===== src/rtl/ym6045c_z80_bank_bridge_if.sv =====
// Z80 and 68k bus pins of the YM6045C bank-window bridge, plus bank/bus_err status.
// The bridge takes the master view because it drives the 68k bus on the Z80's behalf.
interface ym6045c_z80_bank_bridge_if;
  logic        z80_mreq_n;
  logic        z80_rd_n;
  logic        z80_wr_n;
  logic [15:0] z80_a;
  logic [7:0]  z80_d_in;
  logic [7:0]  z80_d_out;
  logic        z80_wait_n;
  logic        m68k_br_n;
  logic        m68k_bg_n;
  logic [22:0] m68k_a;
  logic        m68k_as_n;
  logic        m68k_uds_n;
  logic        m68k_lds_n;
  logic        m68k_rw;
  logic [15:0] m68k_d_in;
  logic [15:0] m68k_d_out;
  logic        m68k_dtack_n;
  logic        bus_err;
  logic [8:0]  bank;

  modport master (
    input  z80_mreq_n, z80_rd_n, z80_wr_n, z80_a, z80_d_in,
    input  m68k_bg_n, m68k_d_in, m68k_dtack_n,
    output z80_d_out, z80_wait_n,
    output m68k_br_n, m68k_a, m68k_as_n, m68k_uds_n, m68k_lds_n, m68k_rw, m68k_d_out,
    output bus_err, bank
  );

  modport slave (
    output z80_mreq_n, z80_rd_n, z80_wr_n, z80_a, z80_d_in,
    output m68k_bg_n, m68k_d_in, m68k_dtack_n,
    input  z80_d_out, z80_wait_n,
    input  m68k_br_n, m68k_a, m68k_as_n, m68k_uds_n, m68k_lds_n, m68k_rw, m68k_d_out,
    input  bus_err, bank
  );
endinterface


===== src/rtl/ym6045c_z80_bank_bridge.sv =====
// Z80-to-68k bank window bridge: a Z80 access to 0x8000-0xFFFF becomes one 68k byte cycle
// at {bank, A14..A0}; writes to the bank page shift Z80 D0 into the 9-bit bank register.
module ym6045c_z80_bank_bridge #(
  parameter int unsigned DTACK_TIMEOUT = 255,
  parameter logic [7:0]  BANK_PAGE     = 8'h60
) (
  input logic                       clk,
  input logic                       reset,
  ym6045c_z80_bank_bridge_if.master bus
);

  typedef enum logic [2:0] {
    IDLE,
    REQ,
    ADDR,
    STROBE,
    LATCH,
    RELEASE
  } state_t;

  state_t     state, state_d;
  logic [7:0] cnt;
  logic       wr_n_q;
  logic       a0_q;
  logic       access_req;
  logic       bank_wr;
  logic       dtack_seen;
  logic       timed_out;

  assign access_req = !bus.z80_mreq_n && bus.z80_a[15] && (!bus.z80_rd_n || !bus.z80_wr_n);
  assign bank_wr    = wr_n_q && !bus.z80_wr_n && !bus.z80_mreq_n && (bus.z80_a[15:8] == BANK_PAGE);
  assign dtack_seen = !bus.m68k_dtack_n;
  // DTACK arriving in the final allowed cycle still counts as a normal completion.
  assign timed_out  = !dtack_seen && (cnt == 8'(DTACK_TIMEOUT));

  always_ff @(posedge clk) begin
    if (reset) state <= IDLE;
    else       state <= state_d;
  end

  always_comb begin
    // NOTE: state_d gets a default before the case so no path leaves it unassigned (no latch).
    state_d = state;
    case (state)
      IDLE:    if (access_req)          state_d = REQ;
      REQ:     if (!bus.m68k_bg_n)      state_d = ADDR;
      ADDR:                             state_d = STROBE;
      STROBE:  if (dtack_seen || timed_out) state_d = LATCH;
      LATCH:                            state_d = RELEASE;
      RELEASE: if (bus.z80_mreq_n)      state_d = IDLE;
      default:                          state_d = IDLE;
    endcase
  end

  // NOTE: clocked blocks use non-blocking assignments only, so every register sees pre-edge values.
  always_ff @(posedge clk) begin
    if (reset) begin
      bus.m68k_br_n  <= 1'b1;
      bus.z80_wait_n <= 1'b1;
      bus.m68k_as_n  <= 1'b1;
      bus.m68k_uds_n <= 1'b1;
      bus.m68k_lds_n <= 1'b1;
      bus.m68k_rw    <= 1'b1;
      bus.m68k_a     <= '0;
      bus.m68k_d_out <= '0;
      bus.z80_d_out  <= 8'hFF;
      bus.bus_err    <= 1'b0;
      bus.bank       <= '0;
      cnt            <= '0;
      wr_n_q         <= 1'b1;
      a0_q           <= 1'b0;
    end else begin
      wr_n_q      <= bus.z80_wr_n;
      bus.bus_err <= 1'b0;

      if (bank_wr) bus.bank <= {bus.z80_d_in[0], bus.bank[8:1]};

      // The Z80 stays stalled and the 68k bus stays requested from REQ through LATCH.
      bus.m68k_br_n  <= (state_d == IDLE) || (state_d == RELEASE);
      bus.z80_wait_n <= (state_d == IDLE) || (state_d == RELEASE);

      case (state)
        ADDR: begin
          bus.m68k_a     <= {bus.bank, bus.z80_a[14:1]};
          bus.m68k_rw    <= !bus.z80_rd_n;
          a0_q           <= bus.z80_a[0];
          if (bus.z80_rd_n) bus.m68k_d_out <= {bus.z80_d_in, bus.z80_d_in};
          bus.m68k_as_n  <= 1'b0;
          bus.m68k_uds_n <= bus.z80_a[0];
          bus.m68k_lds_n <= !bus.z80_a[0];
          cnt            <= 8'd1;
        end
        STROBE: begin
          if (dtack_seen || timed_out) begin
            bus.m68k_as_n  <= 1'b1;
            bus.m68k_uds_n <= 1'b1;
            bus.m68k_lds_n <= 1'b1;
            bus.bus_err    <= timed_out;
            if (bus.m68k_rw)
              bus.z80_d_out <= timed_out ? 8'hFF
                             : (a0_q ? bus.m68k_d_in[7:0] : bus.m68k_d_in[15:8]);
          end else begin
            cnt <= cnt + 8'd1;
          end
        end
        default: ;
      endcase
    end
  end

endmodule

===== src/flat_wrapper.sv =====
// flat-port wrapper written by rule: the top's interface ports become plain ports
module ym6045c_z80_bank_bridge_flat 
#(
  parameter int unsigned DTACK_TIMEOUT = 255,
  parameter logic [7:0]  BANK_PAGE     = 8'h60
)
  (clk, reset, bus_z80_mreq_n, bus_z80_rd_n, bus_z80_wr_n, bus_z80_a, bus_z80_d_in, bus_m68k_bg_n, bus_m68k_d_in, bus_m68k_dtack_n, bus_z80_d_out, bus_z80_wait_n, bus_m68k_br_n, bus_m68k_a, bus_m68k_as_n, bus_m68k_uds_n, bus_m68k_lds_n, bus_m68k_rw, bus_m68k_d_out, bus_bus_err, bus_bank);
  ym6045c_z80_bank_bridge_if bus_i ();
  input logic clk;
  input logic reset;
  input wire logic [$bits(bus_i.z80_mreq_n)-1:0] bus_z80_mreq_n;
  input wire logic [$bits(bus_i.z80_rd_n)-1:0] bus_z80_rd_n;
  input wire logic [$bits(bus_i.z80_wr_n)-1:0] bus_z80_wr_n;
  input wire logic [$bits(bus_i.z80_a)-1:0] bus_z80_a;
  input wire logic [$bits(bus_i.z80_d_in)-1:0] bus_z80_d_in;
  input wire logic [$bits(bus_i.m68k_bg_n)-1:0] bus_m68k_bg_n;
  input wire logic [$bits(bus_i.m68k_d_in)-1:0] bus_m68k_d_in;
  input wire logic [$bits(bus_i.m68k_dtack_n)-1:0] bus_m68k_dtack_n;
  output wire logic [$bits(bus_i.z80_d_out)-1:0] bus_z80_d_out;
  output wire logic [$bits(bus_i.z80_wait_n)-1:0] bus_z80_wait_n;
  output wire logic [$bits(bus_i.m68k_br_n)-1:0] bus_m68k_br_n;
  output wire logic [$bits(bus_i.m68k_a)-1:0] bus_m68k_a;
  output wire logic [$bits(bus_i.m68k_as_n)-1:0] bus_m68k_as_n;
  output wire logic [$bits(bus_i.m68k_uds_n)-1:0] bus_m68k_uds_n;
  output wire logic [$bits(bus_i.m68k_lds_n)-1:0] bus_m68k_lds_n;
  output wire logic [$bits(bus_i.m68k_rw)-1:0] bus_m68k_rw;
  output wire logic [$bits(bus_i.m68k_d_out)-1:0] bus_m68k_d_out;
  output wire logic [$bits(bus_i.bus_err)-1:0] bus_bus_err;
  output wire logic [$bits(bus_i.bank)-1:0] bus_bank;
  assign bus_i.z80_mreq_n = bus_z80_mreq_n;
  assign bus_i.z80_rd_n = bus_z80_rd_n;
  assign bus_i.z80_wr_n = bus_z80_wr_n;
  assign bus_i.z80_a = bus_z80_a;
  assign bus_i.z80_d_in = bus_z80_d_in;
  assign bus_i.m68k_bg_n = bus_m68k_bg_n;
  assign bus_i.m68k_d_in = bus_m68k_d_in;
  assign bus_i.m68k_dtack_n = bus_m68k_dtack_n;
  assign bus_z80_d_out = bus_i.z80_d_out;
  assign bus_z80_wait_n = bus_i.z80_wait_n;
  assign bus_m68k_br_n = bus_i.m68k_br_n;
  assign bus_m68k_a = bus_i.m68k_a;
  assign bus_m68k_as_n = bus_i.m68k_as_n;
  assign bus_m68k_uds_n = bus_i.m68k_uds_n;
  assign bus_m68k_lds_n = bus_i.m68k_lds_n;
  assign bus_m68k_rw = bus_i.m68k_rw;
  assign bus_m68k_d_out = bus_i.m68k_d_out;
  assign bus_bus_err = bus_i.bus_err;
  assign bus_bank = bus_i.bank;
  ym6045c_z80_bank_bridge #(.DTACK_TIMEOUT(DTACK_TIMEOUT), .BANK_PAGE(BANK_PAGE)) u_core (.clk(clk), .reset(reset), .bus(bus_i));
endmodule

===== config.mk =====
export PLATFORM = sky130hd
export DESIGN_NAME = ym6045c_z80_bank_bridge_flat
export DESIGN_NICKNAME = d
export VERILOG_FILES = /design/src/rtl/ym6045c_z80_bank_bridge_if.sv /design/src/rtl/ym6045c_z80_bank_bridge.sv /design/src/flat_wrapper.sv
export SDC_FILE = /design/constraint.sdc
export NUM_CORES = 1
export LEC_CHECK = 0
export ABC_AREA = 0
export CAP_MARGIN = 20
export CORE_MARGIN = 3
export CORE_UTILIZATION = 48
export CTS_BUF_LIST = sky130_fd_sc_hd__clkbuf_8
export CTS_CLUSTER_SIZE = 10
export DETAILED_ROUTE_END_ITERATION = 12
export PLACE_DENSITY = 0.91
export SKIP_LAST_GASP = 1
export SLEW_MARGIN = 25
export SYNTH_ARGS = -nofsm -noshare
export SYNTH_HDL_FRONTEND = slang
export SYNTH_SLANG_ARGS = --single-unit

===== constraint.sdc =====
create_clock -name clk -period 3.9 [get_ports clk]
set_input_delay 1.17 -clock clk [delete_from_list [all_inputs] [get_ports clk]]
set_output_delay 1.17 -clock clk [all_outputs]
set_load 0.02 [all_outputs]

==> results by group <==
Synth
  – Post-synth top area cell: dfxtp_1
  – Syn Inst Count: 322
  – Area contributors post-synth: dfxtp_1 (50%), nand2_1 (10%), a21oi_1 (8.1%), mux2i_1 (6.3%), nor2_1 (3.0%)
  – Synth Warn #: 0
  – Count leader, synth: nand2_1
  – Register bit total from synthesis: 67
  – Most frequent cells after synthesis: nand2_1 (74), dfxtp_1 (67), a21oi_1 (44), nor2_1 (22), mux2i_1 (17)
  – Avg Cell Area, Syn: 8.41 µm²
  – Top FF cell, synth: dfxtp_1
  – Number of synthesized flops with an enable pin: 0
  – Top cell type's share of synthesized area: 49.5%
  – Ys async rst share: 0%
  – Yosys cell types: 35
  – Sequential area share after synthesis: 49.5%
  – Mapped Area: 2710 µm²
  – Net Count, Synth: 370

Timing
  – Final period utilization: 65.5%
  – Worst Clk Skew: 0.00899 ns
  – RSZ-0062 raised after global routing: false
  – Final setup fails: 0
  – Post-Route Setup TNS: 0 ns
  – Slew headroom: 41.3%
  – Maximum clock rate: 391 MHz
  – Worst-Margin Slew: 0.879 ns
  – Max Slew Vio Count: 0
  – Hold_ws: 0.456 ns
  – Post-route setup slack: 1.34 ns
  – Fin. Hold Viols: 0
  – Tmin final: 2.56 ns

Die
  – Die area: 6580 µm²
  – Die Y: 81.1 µm
  – Initial Util: 51.4%
  – DIE WIDTH: 81.1 µm
  – I/O pin total: 110
  – Core Area: 5270 µm²
  – Site Rows: 26

Power
  – Pwr Total: 1.67 mW
  – Int Power: 1.30 mW
  – Clk pwr share: 46.1%
  – Psw: 0.369 mW
  – Switching share of power: 22.1%
  – Combinational Power Share: 11.0%
  – Leakage power: 1.44 nW
  – Maximum VDD drop: 0.000272 V
  – Reg power frac: 43.0%
  – Pwr Density: 415 nW/µm²

Clock network
  – Hold_buf cts: 0
  – CTS Buf Count: 9
  – Deepest clock path buffer count: 2
  – H-tree depth: 3
  – Post-cts sizing count: 0
  – CTS tree: yes
  – Worst-path clk slew: 0.07 ns
  – CTS sink count: 67
  – Worst skew pair latency: 0.33 ns
  – Post-CTS Setup Bufs: 0
  – Root buffer cell: clkbuf_8

Finish
  – Antenna cells: 0
  – Layout cells sized above 1: 6.40%
  – Synth-to-Final Area Change: 48.8%
  – Final instance area: 4030 µm²
  – # fillers: 397
  – Core Util, Final: 76.4%
  – Nets@finish: 465
  – Non-filler cells, final: 492

Setup path
  – Worst R2R Start: u_core.state[0]
  – CP max FO: 9
  – WP data arrival: 2.77 ns
  – Worst EP required: 4.11 ns
  – Critical path type: in2reg
  – CP Capture Type: register
  – Crit path launch: bus_z80_a[8]
  – Critical path launch point type: input pin

Route
  – DRT Wirelength: 7.10 mm
  – Wire per inst: 14.4 µm
  – First-pass DRT Iterations: 4
  – Initial DRC count: 108
  – Remaining antenna violation count: 0
  – Via count: 2578
  – Routed vias/inst: 5.24
  – Residual DRC count: 0

Place
  – GPL Wtd Cong: 0.782
  – Cell count after placement: 476
  – PortBufs: 109
  – Post-DP Area: 3750 µm²
  – Setup WS pre-CTS: 0.998 ns
  – Post-DP HPWL: 4.97 mm

Global routing
  – Gr usage total: 22.3%
  – Largest net degree at the start of global routing: 38
  – Remaining global-route overflow: 0
  – Initial antenna violation count: 0
  – Vias in the first global route: 2454
  – Global-route wire length before repair: 11.4 mm

Hold path
  – Worst Hold Class: reg2reg
  – Hold path start: u_core.bus.m68k_a[13]

Flow run
  – Max Cap Violations: 0

Run status
  – Status: finished, final reports clean
[final cells by class]
class,count,area (µm²),area share [%]
clock buffers,10,138,3.42
clock inverters,6,136,3.39
inverters,4,15.0,0.373
multi-input cells,223,1200,29.8
flip-flops and latches,67,1340,33.3
well taps,70,87.6,2.17
repair buffers,112,1110,27.5
[final timing paths]
check                                                 to  slack, ns  cells past startpoint
worst min register to register     u_core.bus.m68k_a[13]       0.46                      2
worst max register to register  u_core.bus.m68k_d_out[8]       1.94                      4
worst min-delay path               u_core.bus.m68k_a[13]       0.46                      2
worst max-delay path                  u_core.bus.bank[8]       1.34                      5
[state kept, by name, summed over array words and instances, names as in the netlist]
| register | cells |
|---|---|
| u_core.a0_q | 1 |
| u_core.bus.bank | 9 |
| u_core.bus.bus_err | 1 |
| u_core.bus.m68k_a | 23 |
| u_core.bus.m68k_as_n | 1 |
| u_core.bus.m68k_br_n | 1 |
| u_core.bus.m68k_d_out | 8 |
| u_core.bus.m68k_lds_n | 1 |
| u_core.bus.m68k_rw | 1 |
| u_core.bus.m68k_uds_n | 1 |
| u_core.bus.z80_d_out | 8 |
| u_core.cnt | 8 |
| u_core.state | 3 |
| u_core.wr_n_q | 1 |
[cell families after synthesis]
kind of cell             after synthesis  share of synthesized area [%]
adder cells (fa/ha/maj)                1                          0.462
multiplexers                          17                           6.28
AND/OR/NAND/NOR                      135                           22.4
flip-flops                            67                           49.5
buffers and inverters                 32                           6.24
AO/OA/AOI/OAI                         70                           15.1
[worst max-delay path, stage by stage]
cell and delay [ns]:
clkdlybuf4s50_1 0.42, nor4_1 0.32, nand3_1 0.49, mux2i_1 0.31
nor2_1 0.05
[power groups by stage]
stage / registers, mW / logic (mW) / clock network [mW]
floorplan: 0.743 / 0.0820 / 0
detailed placement: 0.734 / 0.183 / 0
finish: 0.718 / 0.184 / 0.770
CTS: 0.718 / 0.185 / 0.784
global placement: 0.732 / 0.181 / 0
global route: 0.720 / 0.200 / 0.809
[layout by cell type (no fill, tap or decap), types with 2 or more instances in the layout]
| cell type | count |
|---|---|
| or4_1 | 3 |
| nor3_1 | 5 |
| clkbuf_8 | 10 |
| or2_2 | 3 |
| inv_1 | 4 |
| or3_1 | 3 |
| mux2i_1 | 17 |
| a211oi_1 | 8 |
| o31ai_1 | 3 |
| nand3_1 | 4 |
| a21oi_1 | 44 |
| nor2_1 | 22 |
| dfxtp_1 | 67 |
| buf_4 | 3 |
| clkdlybuf4s50_1 | 108 |
| o21bai_1 | 2 |
| nand4_1 | 5 |
| o21ai_0 | 6 |
| nand2_1 | 74 |
| nor2b_1 | 9 |
| bufinv_16 | 4 |
[layer usage]
metal	routed length [µm]	up-vias	track usage, %
li1	-	1287	-
met1	2950	1208	27.0
met2	3610	79	37.8
met3	509	4	7.54
met4	33	0	6.08
met5	0	-	0
Note: power is estimated with default switching activity, not from simulation.
